File: src/rtl/mstatus_trace_pkg.sv
// Shared types and field positions for the mstatus change tracker.
// Holds the record struct, tracker state enum and the legality helper.
package mstatus_trace_pkg;

    localparam int UIE_BIT   = 0;
    localparam int SIE_BIT   = 1;
    localparam int MIE_BIT   = 3;
    localparam int MPIE_BIT  = 7;
    localparam int SPP_BIT   = 8;
    localparam int MPP_LSB   = 11;
    localparam int MPP_MSB   = 12;
    localparam int MPRV_BIT  = 17;
    localparam int TSR_BIT   = 22;
    localparam int ZERO1_LSB = 23;
    localparam int ZERO1_MSB = 30;
    localparam int SD_BIT    = 31;

    localparam logic [31:0] WPRI_MASK = 32'h7F80_0000;
    localparam logic [1:0]  MPP_RSVD  = 2'b10;

    // Widest stamp a record can carry; narrower
    // stamps leave the upper bits at zero.
    localparam int STAMP_MAX_W = 64;

    typedef struct packed {
        logic [31:0]            old_st;
        logic [31:0]            new_st;
        logic [31:0]            mask;
        logic [1:0]             dprv;
        logic [STAMP_MAX_W-1:0] stamp;
    } mstatus_rec_t;

    typedef enum logic {
        IDLE,
        TRACK
    } trk_state_e;

    function automatic logic is_illegal(input logic [31:0] ms);
        return (ms[MPP_MSB:MPP_LSB] == MPP_RSVD) ||
               ((ms & WPRI_MASK) != 32'h0);
    endfunction

endpackage

File: src/rtl/mstatus_trace_fifo.sv
// Synchronous FIFO of mstatus change records with push/pop/full/empty/level.
// Ports: clock, reset_n, flush, push, wdata, pop, rdata, full, empty, level.
module mstatus_trace_fifo
    import mstatus_trace_pkg::*;
#(
    parameter int DEPTH = 8
) (
    input  logic                     clock,
    input  logic                     reset_n,
    input  logic                     flush,
    input  logic                     push,
    input  mstatus_rec_t             wdata,
    input  logic                     pop,
    output mstatus_rec_t             rdata,
    output logic                     full,
    output logic                     empty,
    output logic [$clog2(DEPTH):0]   level
);

    localparam int AW = $clog2(DEPTH);

    mstatus_rec_t   mem [DEPTH];
    logic [AW-1:0]  wr_ptr;
    logic [AW-1:0]  rd_ptr;
    logic [AW:0]    count;
    logic           do_push;
    logic           do_pop;

    assign empty = (count == '0);
    assign full  = (count == (AW+1)'(DEPTH));
    assign level = count;

    // A full FIFO still takes a write when a read frees a slot.
    assign do_pop  = pop && !empty;
    assign do_push = push && (!full || do_pop);

    always_ff @(posedge clock) begin
        if (!reset_n || flush) begin
            wr_ptr <= '0;
            rd_ptr <= '0;
            count  <= '0;
        end else begin
            if (do_push) wr_ptr <= wr_ptr + 1'b1;
            if (do_pop)  rd_ptr <= rd_ptr + 1'b1;
            unique case ({do_push, do_pop})
                2'b10:   count <= count + 1'b1;
                2'b01:   count <= count - 1'b1;
                default: count <= count;
            endcase
        end
    end

    always_ff @(posedge clock) begin
        if (do_push && reset_n && !flush) begin
            mem[wr_ptr] <= wdata;
        end
    end

    // Zero when empty so the record outputs never show stale data.
    assign rdata = empty ? '0 : mem[rd_ptr];

endmodule

File: src/rtl/mstatus_change_tracker.sv
// Tracks changes in watched mstatus fields and dprv, queueing stamped records.
// Ports: clock/reset_n/flush, sample_* in, rec_* valid/ready out, level/drops.
// Optional legality check enabled by MSTATUS_TRACE_LEGAL_CHECK_EN.
module mstatus_change_tracker
    import mstatus_trace_pkg::*;
#(
    parameter int          DEPTH      = 8,
    parameter int          STAMP_W    = 32,
    parameter logic [31:0] WATCH_MASK = 32'h007F_FFFF,
    parameter int          DROP_W     = 16
) (
    input  logic                       clock,
    input  logic                       reset_n,
    input  logic                       flush,
    input  logic                       sample_valid,
    input  logic [31:0]                mstatus_in,
    input  logic [1:0]                 dprv_in,
    output logic                       rec_valid,
    input  logic                       rec_ready,
    output logic [31:0]                rec_old,
    output logic [31:0]                rec_new,
    output logic [31:0]                rec_mask,
    output logic [1:0]                 rec_dprv,
    output logic [STAMP_W-1:0]         rec_stamp,
    output logic [$clog2(DEPTH):0]     fifo_level,
    output logic [DROP_W-1:0]          drop_count,
    output logic                       illegal_seen
);

    trk_state_e          state_q;
    trk_state_e          state_d;
    logic [31:0]         base_q;
    logic [1:0]          base_dprv_q;
    logic [STAMP_W-1:0]  stamp_q;
    logic [DROP_W-1:0]   drop_q;
    logic [31:0]         chg_mask;
    logic                change;
    logic                base_load;
    logic                push;
    logic                pop;
    logic                drop;
    logic                full;
    logic                empty;
    mstatus_rec_t        wr_rec;
    mstatus_rec_t        rd_rec;

    assign chg_mask = (mstatus_in ^ base_q) & WATCH_MASK;
    assign change   = (chg_mask != 32'h0) || (dprv_in != base_dprv_q);

    always_ff @(posedge clock) begin
        if (!reset_n) state_q <= IDLE;
        else          state_q <= state_d;
    end

    // flush wins over a same-cycle sample, which is then ignored.
    always_comb begin
        state_d   = state_q;
        base_load = 1'b0;
        push      = 1'b0;
        if (flush) begin
            state_d = IDLE;
        end else begin
            unique case (state_q)
                IDLE: begin
                    if (sample_valid) begin
                        base_load = 1'b1;
                        state_d   = TRACK;
                    end
                end
                TRACK: begin
                    if (sample_valid) begin
                        base_load = 1'b1;
                        push      = change;
                    end
                end
                default: state_d = IDLE;
            endcase
        end
    end

    always_ff @(posedge clock) begin
        if (!reset_n || flush) begin
            base_q      <= '0;
            base_dprv_q <= '0;
        end else if (base_load) begin
            base_q      <= mstatus_in;
            base_dprv_q <= dprv_in;
        end
    end

    always_ff @(posedge clock) begin
        if (!reset_n) stamp_q <= '0;
        else          stamp_q <= stamp_q + 1'b1;
    end

    assign pop  = rec_valid && rec_ready;
    assign drop = push && full && !pop;

    always_ff @(posedge clock) begin
        if (!reset_n) begin
            drop_q <= '0;
        end else if (drop && (drop_q != '1)) begin
            drop_q <= drop_q + 1'b1;
        end
    end

    always_comb begin
        wr_rec        = '0;
        wr_rec.old_st = base_q;
        wr_rec.new_st = mstatus_in;
        wr_rec.mask   = chg_mask;
        wr_rec.dprv   = dprv_in;
        wr_rec.stamp  = STAMP_MAX_W'(stamp_q);
    end

    mstatus_trace_fifo #(
        .DEPTH (DEPTH)
    ) u_fifo (
        .clock   (clock),
        .reset_n (reset_n),
        .flush   (flush),
        .push    (push),
        .wdata   (wr_rec),
        .pop     (pop),
        .rdata   (rd_rec),
        .full    (full),
        .empty   (empty),
        .level   (fifo_level)
    );

    assign rec_valid  = !empty;
    assign rec_old    = rd_rec.old_st;
    assign rec_new    = rd_rec.new_st;
    assign rec_mask   = rd_rec.mask;
    assign rec_dprv   = rd_rec.dprv;
    assign rec_stamp  = rd_rec.stamp[STAMP_W-1:0];
    assign drop_count = drop_q;

    generate
        if (STAMP_W < STAMP_MAX_W) begin : g_stamp_pad
            logic unused_stamp_hi;
            assign unused_stamp_hi = ^rd_rec.stamp[STAMP_MAX_W-1:STAMP_W];
        end
    endgenerate

`ifdef MSTATUS_TRACE_LEGAL_CHECK_EN
    logic illegal_q;

    // Checked in both states; a flushed sample is not checked.
    always_ff @(posedge clock) begin
        if (!reset_n || flush) begin
            illegal_q <= 1'b0;
        end else if (sample_valid && is_illegal(mstatus_in)) begin
            illegal_q <= 1'b1;
        end
    end

    assign illegal_seen = illegal_q;
`else
    assign illegal_seen = 1'b0;
`endif

endmodule

File: config.mk
export PLATFORM = sky130hd
export DESIGN_NAME = mstatus_change_tracker
export DESIGN_NICKNAME = d
export VERILOG_FILES = /design/src/rtl/mstatus_trace_pkg.sv /design/src/rtl/mstatus_trace_fifo.sv /design/src/rtl/mstatus_change_tracker.sv
export SDC_FILE = /design/constraint.sdc
export NUM_CORES = 1
export LEC_CHECK = 0
export ABC_AREA = 1
export ABC_CLOCK_PERIOD_IN_PS = 10000
export BUFFER_PORTS_ARGS = -buffer_cell sky130_fd_sc_hd__buf_2
export CAP_MARGIN = 40
export CORE_UTILIZATION = 55
export DETAILED_ROUTE_END_ITERATION = 16
export GPL_TIMING_DRIVEN = 0
export PLACE_DENSITY = 0.74
export SLEW_MARGIN = 20
export SYNTH_ARGS = -nofsm -noshare
export SYNTH_HDL_FRONTEND = slang
export SYNTH_SLANG_ARGS = --single-unit
File: constraint.sdc
create_clock -name clock -period 10 [get_ports clock]
set_input_delay 1 -clock clock [delete_from_list [all_inputs] [get_ports clock]]
set_output_delay 1 -clock clock [all_outputs]
set_load 0.05 [all_outputs]
; ---- Word-level counts from Yosys, hierarchy flattened
; Memories as Yosys holds them, arrays and structs flattened. A register that Yosys moved wholly into a read port is not among the register bits.
; Cells that the tools add are included.
; Widths: inputs -> output; s select.
[word_totals]
regBits = 93
ramBits = 968
output_inout_bits = 152
n_memories = 1
word_cells = 54
[mem_list]
columns = name, words, width, read_ports, rd_clocked_by_memory_dff, wr, line
row1 = u_fifo.mem, 8, 121, 1, 1, 1, mstatus_trace_fifo.sv:22  ; mstatus_rec_t mem [DEPTH];
[classes]
reduce_logical = 20
eq_ne = 5
addsub = 6
mux = 12
bitwise = 2
[ops]
columns = operator, n
row1 = $mux 162, 1
row2 = $add 32x1->32 const B, 1
row3 = $reduce_bool 32->1, 1
row4 = $xor 23x23->23, 1
row5 = $add 16x1->16 const B, 1
row6 = $ne 16x16->1 const B, 1
row7 = $logic_and 1x1->1, 8
row8 = $mux 1, 8
row9 = $pmux 4 s2, 1
row10 = $add 3x1->3 const B, 2
row11 = $mux 3, 2
row12 = $logic_not 1->1, 5
row13 = $add 4x1->4 const B, 1
row14 = $eq 4x4->1 const B, 1
row15 = $logic_not 4->1, 1
row16 = $sub 4x1->4 const B, 1
row17 = $logic_or 1x1->1, 3
row18 = $eq 2x1->1 const B, 1
row19 = $eq 2x2->1 const B, 1
row20 = $ne 2x2->1, 1
row21 = $reduce_bool 2->1, 1
row22 = $reduce_or 2->1, 1
row23 = $not 1->1, 1

; ---- Longest topological paths before layout
[depth]
word_depth = 11
mapped_depth = 19
depth_no_buf = 19

; ---- Cells and area by module
; A second synthesis with hierarchy kept.
[hier_totals]
cells_unflattened = 4387
area_unflattened_um2 = 55640.9
[by_module_without_submodules]
columns = module, instances, seq_area_each_um2, cells_each, area_per_inst_um2
row1 = mstatus_trace_fifo, 1, 39177.6, 3753, 51259.2
row2 = mstatus_change_tracker, 1, 1661.6, 634, 4381.7

; ---- Worst setup path before layout
; Ideal clock, no wire load.
[synth_timing]
path_type = input to register
start = input mstatus_in[17]
end = memory u_fifo.mem[4][0] (netlist name) (enable)
path_buffers = 0
stages = 9
required_time_ns = 9.251
arrival_time_ns = 10.183
setup_slack_ns = -0.932
cell_sequence = xor2_1 -> nor2_1 -> nand2_1 -> nor2_1 -> nand2_2 -> nand2_1 -> nor2_1 -> nand2_1 -> nor3_1
[synth_between]
elab_chain_cells = 11
[synth_lines]
columns = element, line
row1 = start: declaration, mstatus_change_tracker.sv:16  ; input logic [31:0] mstatus_in,
row2 = $xor 23x23->23, mstatus_change_tracker.sv:47  ; assign chg_mask = (mstatus_in ^ base_q) & WATCH_MASK;
row3 = $reduce_bool 32->1, mstatus_change_tracker.sv:48  ; assign change = (chg_mask != 32'h0) || (dprv_in != base_dprv_q);
row4 = $logic_or 1x1->1, mstatus_change_tracker.sv:48
row5 = $mux 1, mstatus_change_tracker.sv:71  ; if (sample_valid) begin
row6 = $mux 1, mstatus_change_tracker.sv:63  ; unique case (state_q)
row7 = $mux 1, mstatus_change_tracker.sv:60  ; if (flush) begin
row8 = $logic_and 1x1->1, mstatus_trace_fifo.sv:35  ; assign do_push = push && (!full || do_pop);
row9 = $logic_and 1x1->1 (2 in series), mstatus_trace_fifo.sv:54  ; if (do_push && reset_n && !flush) begin
row10 = $mux 1, mstatus_trace_fifo.sv:54
row11 = $mux 1 (not written as such), mstatus_trace_fifo.sv:55  ; mem[wr_ptr] <= wdata;
row12 = end: declaration, mstatus_trace_fifo.sv:22
; No other way between the ends.

==> impl_metrics.json <==
{
  "ys_ff_latch": 1064,
  "worst-endpoint-arrival_ns": 3.96,
  "worstMarginPinSlew_ns": 0.884,
  "most-common-layout-cells": "edfxtp_1 (968), nor2_1 (826), o21ai_0 (623)",
  "syn2layout_area_growth_pct": 16.6,
  "r2r_slack_ns": 5.92,
  "yosysSeqAreaShare_pct": 73.3,
  "cts_resized": 0,
  "p_per_area_nw_per_um2": 184,
  "drt_iter0_markers": 3853,
  "postLayoutCoreUtil_pct": 64.9,
  "cts_num_sinks": 1064,
  "crit_type": "reg -> out",
  "synth.distinct_cells": 43,
  "ys_warn_count": 0,
  "clock_path_buffers": 3,
  "drt-total-wl_mm": 115,
  "syn_area_um2": 42300,
  "timing.fmax_mhz": 202,
  "crit_required_ns": 9.00,
  "ant_nets": 0,
  "rsz0062_at_grt": "false",
  "syn_avg_cell_area_um2": 12.2,
  "synth_flop_cell": "edfxtp_1",
  "via_per_inst": 5.96,
  "outcome": "completed",
  "dieArea_um2": 78000,
  "start_util_pct": 55.7,
  "cts_hold_buffers": 0,
  "antenna_found_initial": 13,
  "fin_crit_sh_pct": 49.6,
  "synth-async-reset-ratio_pct": 0,
  "die_h_um": 279,
  "cp-start-kind": "flip-flop",
  "cts-htree-levels": 3,
  "drcViolationCount": 0,
  "hold_path_class": "reg -> reg",
  "placeableCoreArea_um2": 75900,
  "r2r_start": "base_q[20]$_SDFFE_PP0P_",
  "grt.overflow.total": 0,
  "fin_area_um2": 49300,
  "ios": 191,
  "syn_inst": 3477,
  "std_cell_rows": 101,
  "cp_max_fo": 10,
  "wl_per_cell_um": 23.3,
  "drt-pass1-iter-count": 6,
  "slew_headroom_pct": 40.9,
  "finalHoldViolCount": 0,
  "place_congestion": 0.887,
  "dpl_cell_area_um2": 45800,
  "cts-root-buf": "clkbuf_16",
  "cts_buffers": 102,
  "fin_nets": 3881,
  "grt_pass1_wl_mm": 171,
  "fin_cells": 4956,
  "dp_cells": 4759,
  "finClkSkew_ns": 0.0228,
  "layout-drive-gt1-share_pct": 13.8,
  "final.min_clock_period_ns": 4.96,
  "numPortBuffers": 180,
  "rr_worst_depth": 13,
  "grt_usage_pct": 29.4,
  "post_cts_buffers": 0,
  "synth-edff-count": 968,
  "crit_end": "rec_new[13]",
  "p_leak_uw": 0.0168,
  "rr_endpoint": "u_fifo.mem[4][116]$_DFFE_PP_",
  "layout_commonest_cell": "edfxtp_1",
  "clock_latency_ns": 0.66,
  "cp-end-kind": "output pin",
  "maxCapViolCount": 0,
  "clk_pin_slew_ns": 0.06,
  "grt_max_degree": 30,
  "cts_tree": "done",
  "finalSetupViolCount": 0,
  "fillCellCount": 5354,
  "maxSlewViolCount": 0,
  "die_x_um": 279,
  "vias": 29500,
  "dp_hpwl_mm": 76.8,
  "grt_pass1_vias": 28100,
  "ir_drop_v": 0.000119
}
==> synth_stat cells (10+ instances only) <==
cell      count  share of area, %
xnor2_1      10              0.21
nand4_1      24              0.36
nor3_1       18              0.21
nor2_1      832               7.4
edfxtp_1    968                69
o22ai_1     121               1.8
buf_2        66              0.78
xor2_1       12              0.25
buf_4        21              0.37
clkbuf_1    128               1.1
inv_1       109              0.97
a21oi_1      48              0.57
o21ai_0     623               7.4
dfxtp_1      96               4.5
a31oi_1     122               1.8
o21ai_1      31              0.37
nand3_1      23              0.27
nand2_2      12              0.18
buf_1        10             0.089
a21oi_2      10              0.21
nand2_1     145               1.3
==> sequential cells by signal, indices dropped and copies added (netlist names), named ones only <==
register,flops
u_fifo.wr_ptr,3
state_q,1
u_fifo.mem,968
stamp_q,32
u_fifo.rd_ptr,3
base_q,32
base_dprv_q,2
u_fifo.level,4
drop_count,16
==> power by group <==
| part | internal (uW) | total [uW] | switching, uW |
|---|---|---|---|
| sequential | 4830 | 4850 | 18.6 |
| combinational | 57.9 | 278 | 220 |
| clock | 2270 | 3910 | 1640 |
==> area by class of cell <==
cell class | instances | area (um2) | share of cell area (%)
Timing Repair Buffer | 244 | 2170 | 4.40
Inverter | 113 | 424 | 0.861
Antenna cell | 7 | 17.5 | 0.0356
Clock buffer | 142 | 2910 | 5.91
Multi-Input combinational cell | 2082 | 9930 | 20.2
Clock inverter | 47 | 509 | 1.03
Buffer | 227 | 1030 | 2.09
Tap cell | 1030 | 1290 | 2.62
Sequential cell | 1064 | 31000 | 62.9
==> stage by stage <==
| stage | setup TNS, ns | power [uW] | worst slack [ns] | hold slack (ns) |
|---|---|---|---|---|
| finish | 0 | 9040 | 5.04 | 0.465 |
| global placement | -2457.35 | 5210 | -2.96 | 0.452 |
| global route | 0 | 9230 | 5.10 | 0.516 |
| CTS | 0 | 9040 | 5.05 | 0.465 |
| floorplan | 0 | 5100 | 2.34 | 0.433 |
| detailed placement | 0 | 5220 | 5.39 | 0.456 |
==> how the worst min path moves through the flow <==
stage | start | to | slack (ns) | cells after the start
after floorplan | u_fifo.rd_ptr[2]$_SDFFE_PP0P_ | flip-flop | 0.43 | 2
after global placement | u_fifo.rd_ptr[2]$_SDFFE_PP0P_ | u_fifo.rd_ptr[2]$_SDFFE_PP0P_ | 0.45 | 2
after detailed placement | u_fifo.rd_ptr[2]$_SDFFE_PP0P_ | flip-flop | 0.46 | 2
after CTS | u_fifo.rd_ptr[2]$_SDFFE_PP0P_ | flip-flop | 0.47 | 2
after global routing | u_fifo.rd_ptr[2]$_SDFFE_PP0P_ | u_fifo.rd_ptr[2]$_SDFFE_PP0P_ | 0.52 | 2
final | u_fifo.rd_ptr[2]$_SDFFE_PP0P_ | u_fifo.rd_ptr[2]$_SDFFE_PP0P_ | 0.46 | 2
==> routing by layer <==
layer	track usage (%)	vias up	routed length, um
met2	46.8	1836	54200
li1	-	13300	-
met4	13.8	10	5210
met5	0	-	57
met3	6.23	288	13300
met1	38.9	14100	42500
==> critical path, stage by stage, from the launching register on <==
cell	delay, ns
dfxtp_1	0.30
buf_2	0.39
clkinv_1	0.70
clkbuf_1	0.33
buf_6	0.19
buf_2	0.22
nor2_1	0.13
o21ai_0	0.11
a31oi_1	0.52
buf_2	0.38
==> cell families after synthesis <==
group                      share of synthesized area [%]
and+or+nand+nor                                     10.3
xor gates and xnor gates                           0.456
other                                            0.00887
adders and majority gates                          0.255
DFF                                                 73.3
AOI/OAI and AO/OA                                   12.3
buffers and inverters                               3.44
(Power assumes the default switching activity.)
